$ cat src/rtl/mem_access_pkg.sv
`default_nettype none
// ============================================================================
// Module      : mem_access_pkg
// Description : Shared state encoding and funct3 size/sign codes for the
//               load/store access unit.
// Revision    : 1.0 - initial release
// ============================================================================
package mem_access_pkg;

    localparam logic [1:0] c_ST_IDLE = 2'd0;
    localparam logic [1:0] c_ST_RD   = 2'd1;
    localparam logic [1:0] c_ST_WR   = 2'd2;
    localparam logic [1:0] c_ST_DONE = 2'd3;

    typedef enum logic [1:0] {
        IDLE = c_ST_IDLE,
        RD   = c_ST_RD,
        WR   = c_ST_WR,
        DONE = c_ST_DONE
    } state_t;

    localparam logic [2:0] F3_B  = 3'b000;
    localparam logic [2:0] F3_H  = 3'b001;
    localparam logic [2:0] F3_W  = 3'b010;
    localparam logic [2:0] F3_BU = 3'b100;
    localparam logic [2:0] F3_HU = 3'b101;

    // Stores have no unsigned variants.
    function automatic logic f3Valid(input logic isStore, input logic [2:0] f3);
        logic ok;
        ok = (f3 == F3_B) || (f3 == F3_H) || (f3 == F3_W);
        if (!isStore && ((f3 == F3_BU) || (f3 == F3_HU)))
            ok = 1'b1;
        return ok;
    endfunction

endpackage
`default_nettype wire

$ cat src/rtl/lane_align.sv
`default_nettype none
// ============================================================================
// Module      : lane_align
// Description : Little-endian byte/halfword lane merge for stores and lane
//               extract with sign/zero extension for loads.
// Revision    : 1.0 - initial release
// ============================================================================
module lane_align
    import mem_access_pkg::*;
(
    input  logic [31:0] word,
    input  logic [31:0] wdata,
    input  logic [2:0]  funct3,
    input  logic [1:0]  lane,
    output logic [31:0] mergedWord,
    output logic [31:0] loadData
);

    logic [7:0]  w_byte;
    logic [15:0] w_half;

    always_comb begin
        w_byte     = word[{lane, 3'b000} +: 8];
        w_half     = lane[1] ? word[31:16] : word[15:0];
        mergedWord = word;
        loadData   = word;
        case (funct3)
            F3_B:    mergedWord[{lane, 3'b000} +: 8]   = wdata[7:0];
            F3_H:    mergedWord[{lane[1], 4'b0000} +: 16] = wdata[15:0];
            default: mergedWord = wdata;
        endcase
        case (funct3)
            F3_B:    loadData = {{24{w_byte[7]}}, w_byte};
            F3_BU:   loadData = {24'h000000, w_byte};
            F3_H:    loadData = {{16{w_half[15]}}, w_half};
            F3_HU:   loadData = {16'h0000, w_half};
            default: loadData = word;
        endcase
    end

endmodule
`default_nettype wire

$ cat src/rtl/mem_access_unit.sv
`default_nettype none
// ============================================================================
// Module      : mem_access_unit
// Description : Single-port load/store sequencer; sub-word stores are done as
//               read-modify-write because the memory has no byte enables.
// Revision    : 1.0 - initial release
// ============================================================================
module mem_access_unit
    import mem_access_pkg::*;
#(
    parameter bit ALIGN_CHECK = 1'b1
) (
    input  logic        clk,
    input  logic        rst,
    input  logic        req,
    input  logic        we,
    input  logic [2:0]  funct3,
    input  logic [31:0] addr,
    input  logic [31:0] wdata,
    output logic [31:0] rdata,
    output logic        busy,
    output logic        done,
    output logic        err,
    output logic [31:0] memAdr,
    output logic [31:0] writeData,
    output logic        memWrite,
    input  logic [31:0] readData
);

    state_t      r_state, w_next;
    logic [31:0] r_addr, r_wdata, r_word;
    logic        r_we, r_err;
    logic [2:0]  r_f3;

    logic        w_isHalf, w_isWord, w_misalign, w_reqBad;
    logic [1:0]  w_lane;
    logic [31:0] w_srcWord, w_merged, w_loadData;

    always_comb begin
        w_isHalf   = (funct3 == F3_H) || (funct3 == F3_HU);
        w_isWord   = (funct3 == F3_W);
        w_misalign = ALIGN_CHECK && ((w_isHalf && addr[0]) || (w_isWord && (addr[1:0] != 2'b00)));
        w_reqBad   = !f3Valid(we, funct3) || w_misalign;
    end

    // Lane offset honours the access size so unaligned low bits are ignored when unchecked.
    always_comb begin
        case (r_f3)
            F3_B, F3_BU: w_lane = r_addr[1:0];
            F3_H, F3_HU: w_lane = {r_addr[1], 1'b0};
            default:     w_lane = 2'b00;
        endcase
    end

    assign w_srcWord = (r_state == RD) ? readData : r_word;

    lane_align u_lane_align (
        .word       (w_srcWord),
        .wdata      (r_wdata),
        .funct3     (r_f3),
        .lane       (w_lane),
        .mergedWord (w_merged),
        .loadData   (w_loadData)
    );

    always_comb begin
        w_next = r_state;
        case (r_state)
            IDLE: begin
                if (req) begin
                    if (w_reqBad)
                        w_next = DONE;
                    else if (we && w_isWord)
                        w_next = WR;
                    else
                        w_next = RD;
                end
            end
            RD:      w_next = r_we ? WR : DONE;
            WR:      w_next = DONE;
            DONE:    w_next = IDLE;
            default: w_next = IDLE;
        endcase
    end

    always_ff @(posedge clk) begin
        if (rst) begin
            r_state <= IDLE;
            r_addr  <= '0;
            r_wdata <= '0;
            r_word  <= '0;
            r_we    <= 1'b0;
            r_f3    <= '0;
            r_err   <= 1'b0;
            rdata   <= '0;
        end else begin
            r_state <= w_next;
            if (r_state == IDLE && req) begin
                r_addr  <= addr;
                r_wdata <= wdata;
                r_we    <= we;
                r_f3    <= funct3;
                r_err   <= w_reqBad;
            end
            if (r_state == RD) begin
                r_word <= readData;
                if (!r_we)
                    rdata <= w_loadData;
            end
        end
    end

    assign busy      = (r_state != IDLE);
    assign done      = (r_state == DONE);
    assign err       = done && r_err;
    assign memAdr    = busy ? {r_addr[31:2], 2'b00} : 32'h0;
    assign writeData = (r_state == WR) ? w_merged : 32'h0;
    assign memWrite  = (r_state == WR) && !rst;

endmodule
`default_nettype wire

$ cat config.mk
export PLATFORM = sky130hd
export DESIGN_NAME = mem_access_unit
export DESIGN_NICKNAME = d
export VERILOG_FILES = /design/src/rtl/mem_access_pkg.sv /design/src/rtl/lane_align.sv /design/src/rtl/mem_access_unit.sv
export SDC_FILE = /design/constraint.sdc
export NUM_CORES = 1
export LEC_CHECK = 0
export BUFFER_PORTS_ARGS = -buffer_cell sky130_fd_sc_hd__buf_2
export CORE_MARGIN = 1.5
export CORE_UTILIZATION = 40
export DETAILED_ROUTE_END_ITERATION = 16
export PLACE_DENSITY = 0.68
export SLEW_MARGIN = 25
export SYNTH_ARGS = -nofsm -noshare
export SYNTH_HDL_FRONTEND = slang
export SYNTH_SLANG_ARGS = --single-unit
$ cat constraint.sdc
create_clock -name clk -period 3.3 [get_ports clk]
set_input_delay 0.99 -clock clk [delete_from_list [all_inputs] [get_ports clk]]
set_output_delay 0.99 -clock clk [all_outputs]
set_load 0.05 [all_outputs]
==> results.sh <==
export IMPL_die_area_mm2=0.0177
export IMPL_hold_path_class="reg2reg"
export IMPL_startpoint_type="flop"
export IMPL_synth_ff_type="dfxtp_1"
export IMPL_die_w_um=133
export IMPL_place_inst=1265
export IMPL_routed_wl_mm=23.4
export IMPL_tns_ns=-6.54
export IMPL_worstPathArrival_ns=2.63
export IMPL_start_util_pct=40.8
export IMPL_synth_top_area_share_pct=39.9
export IMPL_cts_clk_slew_worst_paths_ns=0.06
export IMPL_ys_seq_area_share_pct=39.9
export IMPL_cts_sinks=135
export IMPL_drt_iter0_drc=752
export IMPL_antenna_found_initial=0
export IMPL_synth_enable_flop_cells=0
export IMPL_vias=7201
export IMPL_async_flop_share_pct=0
export IMPL_yosysWarnings=0
export IMPL_dr_pass1_iters=9
export IMPL_drv_cap=0
export IMPL_overflow=0
export IMPL_ys_ff_latch=135
export IMPL_detail_route_antenna_nets=0
export IMPL_finalClockSkew_ns=0.00720
export IMPL_final_nets=1183
export IMPL_wl_per_cell_um=17.9
export IMPL_p_leak_nw=4.11
export IMPL_pin_count=203
export IMPL_period_share_pct=110
export IMPL_io_buffers=200
export IMPL_min_period_ns=3.62
export IMPL_yosysUniqueCellTypes=51
export IMPL_violations="negative setup slack"
export IMPL_cts_tree="yes"
export IMPL_viasPerCell=5.51
export IMPL_drive_gt1_share_pct=38.1
export IMPL_insertedDiodeCount=0
export IMPL_synthTopCellsByArea="dfxtp_1 (40%), nand2_1 (10%), a21oi_1 (7.5%)"
export IMPL_cts_hold_buf=0
export IMPL_power_density_mw_per_mm2=928
export IMPL_cp_required_ns=2.31
export IMPL_stdcell_count=1306
export IMPL_grt_max_degree=70
export IMPL_hpwlAfterDp_mm=16.7
export IMPL_grt_pass1_wl_mm=36.4
export IMPL_slew_headroom_pct=31.9
export IMPL_final_util_pct=59.4
export IMPL_multi_input_area_mm2=0.00417
export IMPL_gp_congestion=0.899
export IMPL_fill_cells=1511
export IMPL_seqCellArea_mm2=0.00270
export IMPL_slew_violations=0
export IMPL_worstSetupPathType="reg2out"
export IMPL_synth_most_common_cell="nand2_1"
export IMPL_status="complete, but fails checks"
export IMPL_syn2layout_area_growth_pct=45.6
export IMPL_insertion_delay_ns=0.42
export IMPL_fin_ws_ns=-0.316
export IMPL_cts_root_buf="clkbuf_16"
export IMPL_syn_area_mm2=0.00677
export IMPL_crit_fanout=7
export IMPL_hold_viol_final=0
export IMPL_grt_pass1_vias=6859
export IMPL_tightestPinTransition_ns=1.02
export IMPL_critPathCaptureType="output port"
export IMPL_core_area_mm2=0.0166
export IMPL_setup_violations=31
export IMPL_rsz0062_at_grt="yes"
export IMPL_rows=47
export IMPL_vdd_ir_drop_max_uv=487
export IMPL_ys_top_cells_by_count="nand2_1 (181), dfxtp_1 (135), a21oi_1 (101)"
export IMPL_htree_levels=4
export IMPL_die_h_um=133
export IMPL_worst_hold_slack_ns=0.448
export IMPL_track_usage_pct=26.2
export IMPL_syn_inst=841
export IMPL_design_power_total_mw=9.14
export IMPL_avgSynthCellArea_um2=8.05
export IMPL_yosysTopAreaCell="dfxtp_1"
export IMPL_cts_buffers_inserted=17
export IMPL_max_clock_path_buffers=2
export IMPL_max_freq_ghz=0.277
export IMPL_rrSetupSlack_ns=0.78
export IMPL_drc=0
==> power by group <==
part | leakage [nW] | total [mW] | switching (mW) | internal [mW]
Clock | 0.328 | 2.21 | 0.730 | 1.48
Sequential | 1.10 | 2.24 | 0.243 | 1.99
Combinational | 2.68 | 4.70 | 2.99 | 1.71
==> layer usage <==
layer  up-vias  GRT usage (%)  share of wire, %
li1       3441              -                 -
met1      3411           33.9                42
met2       306           42.5                47
met3        43           6.48               8.0
met4         0           9.34               2.6
met5         -              0                 0
==> timing repair <==
action | CTS | global route
setup buffers | 5 | 4
endpoints found under the setup margin | 32 | 32
pin swaps | 38 | 22
hold endpoints to repair | 0 | 0
resized for setup | 102 | 22
==> logic make-up (layout without fill, tap and decap cells) <==
kind of cell | after synthesis | in the layout | synth area share [%]
mux | 62 | 62 | 9.80
flops | 135 | 135 | 39.9
other cells | 1 | 2 | 0.0554
fa+ha+maj | 7 | 7 | 1.29
simple gates | 300 | 300 | 19.3
buf+inv | 88 | 332 | 5.80
compound gates | 248 | 248 | 23.8
==> flip-flops by register name, summed over array words and instances (netlist names) <==
| signal | count |
|---|---|
| r_state | 2 |
| rdata | 32 |
| r_err | 1 |
| r_we | 1 |
| r_wdata | 32 |
| r_f3 | 3 |
| r_word | 32 |
| r_addr | 32 |
==> worst max-delay path, cell delays in order (launching register included) <==
cell	delay [ns]
dfxtp_2	0.32
or3b_4	0.43
ha_4	0.31
nor3b_4	0.05
buf_6	0.13
a32o_1	0.25
a222oi_1	0.32
buf_4	0.19
nor2_4	0.04
buf_8	0.16
==> final cells by class <==
cell class              instances  area share (%)
multi-input cells             619            42.3
flip-flops and latches        135            27.4
repair buffers                282            19.8
clock buffers                  20            4.74
well taps                     220            2.79
clock inverters                12            2.25
inverters                      18           0.686
==> placed cells by master, fill, tap and decap left out, drive strengths merged, types with 2 or more instances in the layout <==
cell type and n:
a211oi 8, a21oi 102, a221oi 8, a222oi 15, a22oi 16, a2bb2oi 9, a311oi 7, a32o 8
and2 2, buf 282, bufinv 6, clkbuf 20, clkinv 4, clkinvlp 3, conb 2, dfxtp 135
ha 7, inv 17, mux2 31, mux2i 31, nand2 181, nand2b 3, nand3 2, nand3b 3
nor2 52, nor2b 43, nor3 4, nor3b 2, o211ai 10, o21ai 34, o22ai 16, o32ai 8
or2 2, or3 3
==> worst paths after layout <==
path	from	endpoint	depth (start not counted)
min	r_err$_SDFFE_PP0P_	r_err$_SDFFE_PP0P_	2
max reg2reg	r_state[1]$_SDFFE_PP0P_	rdata[23]$_SDFFE_PP0P_	9
min reg2reg	r_err$_SDFFE_PP0P_	r_err$_SDFFE_PP0P_	2
max	r_f3[0]$_SDFFE_PP0P_	writeData[20]	9
==> stage by stage <==
step	cell area (µm²)	setup slack, ns
final	9850	-0.316
after global routing	9850	-0.421
after CTS	9710	-0.304
after detailed placement	8680	-0.109
after global placement	8670	-0.0375
after floorplan	7120	-0.0389
(Power assumes the default switching activity.)
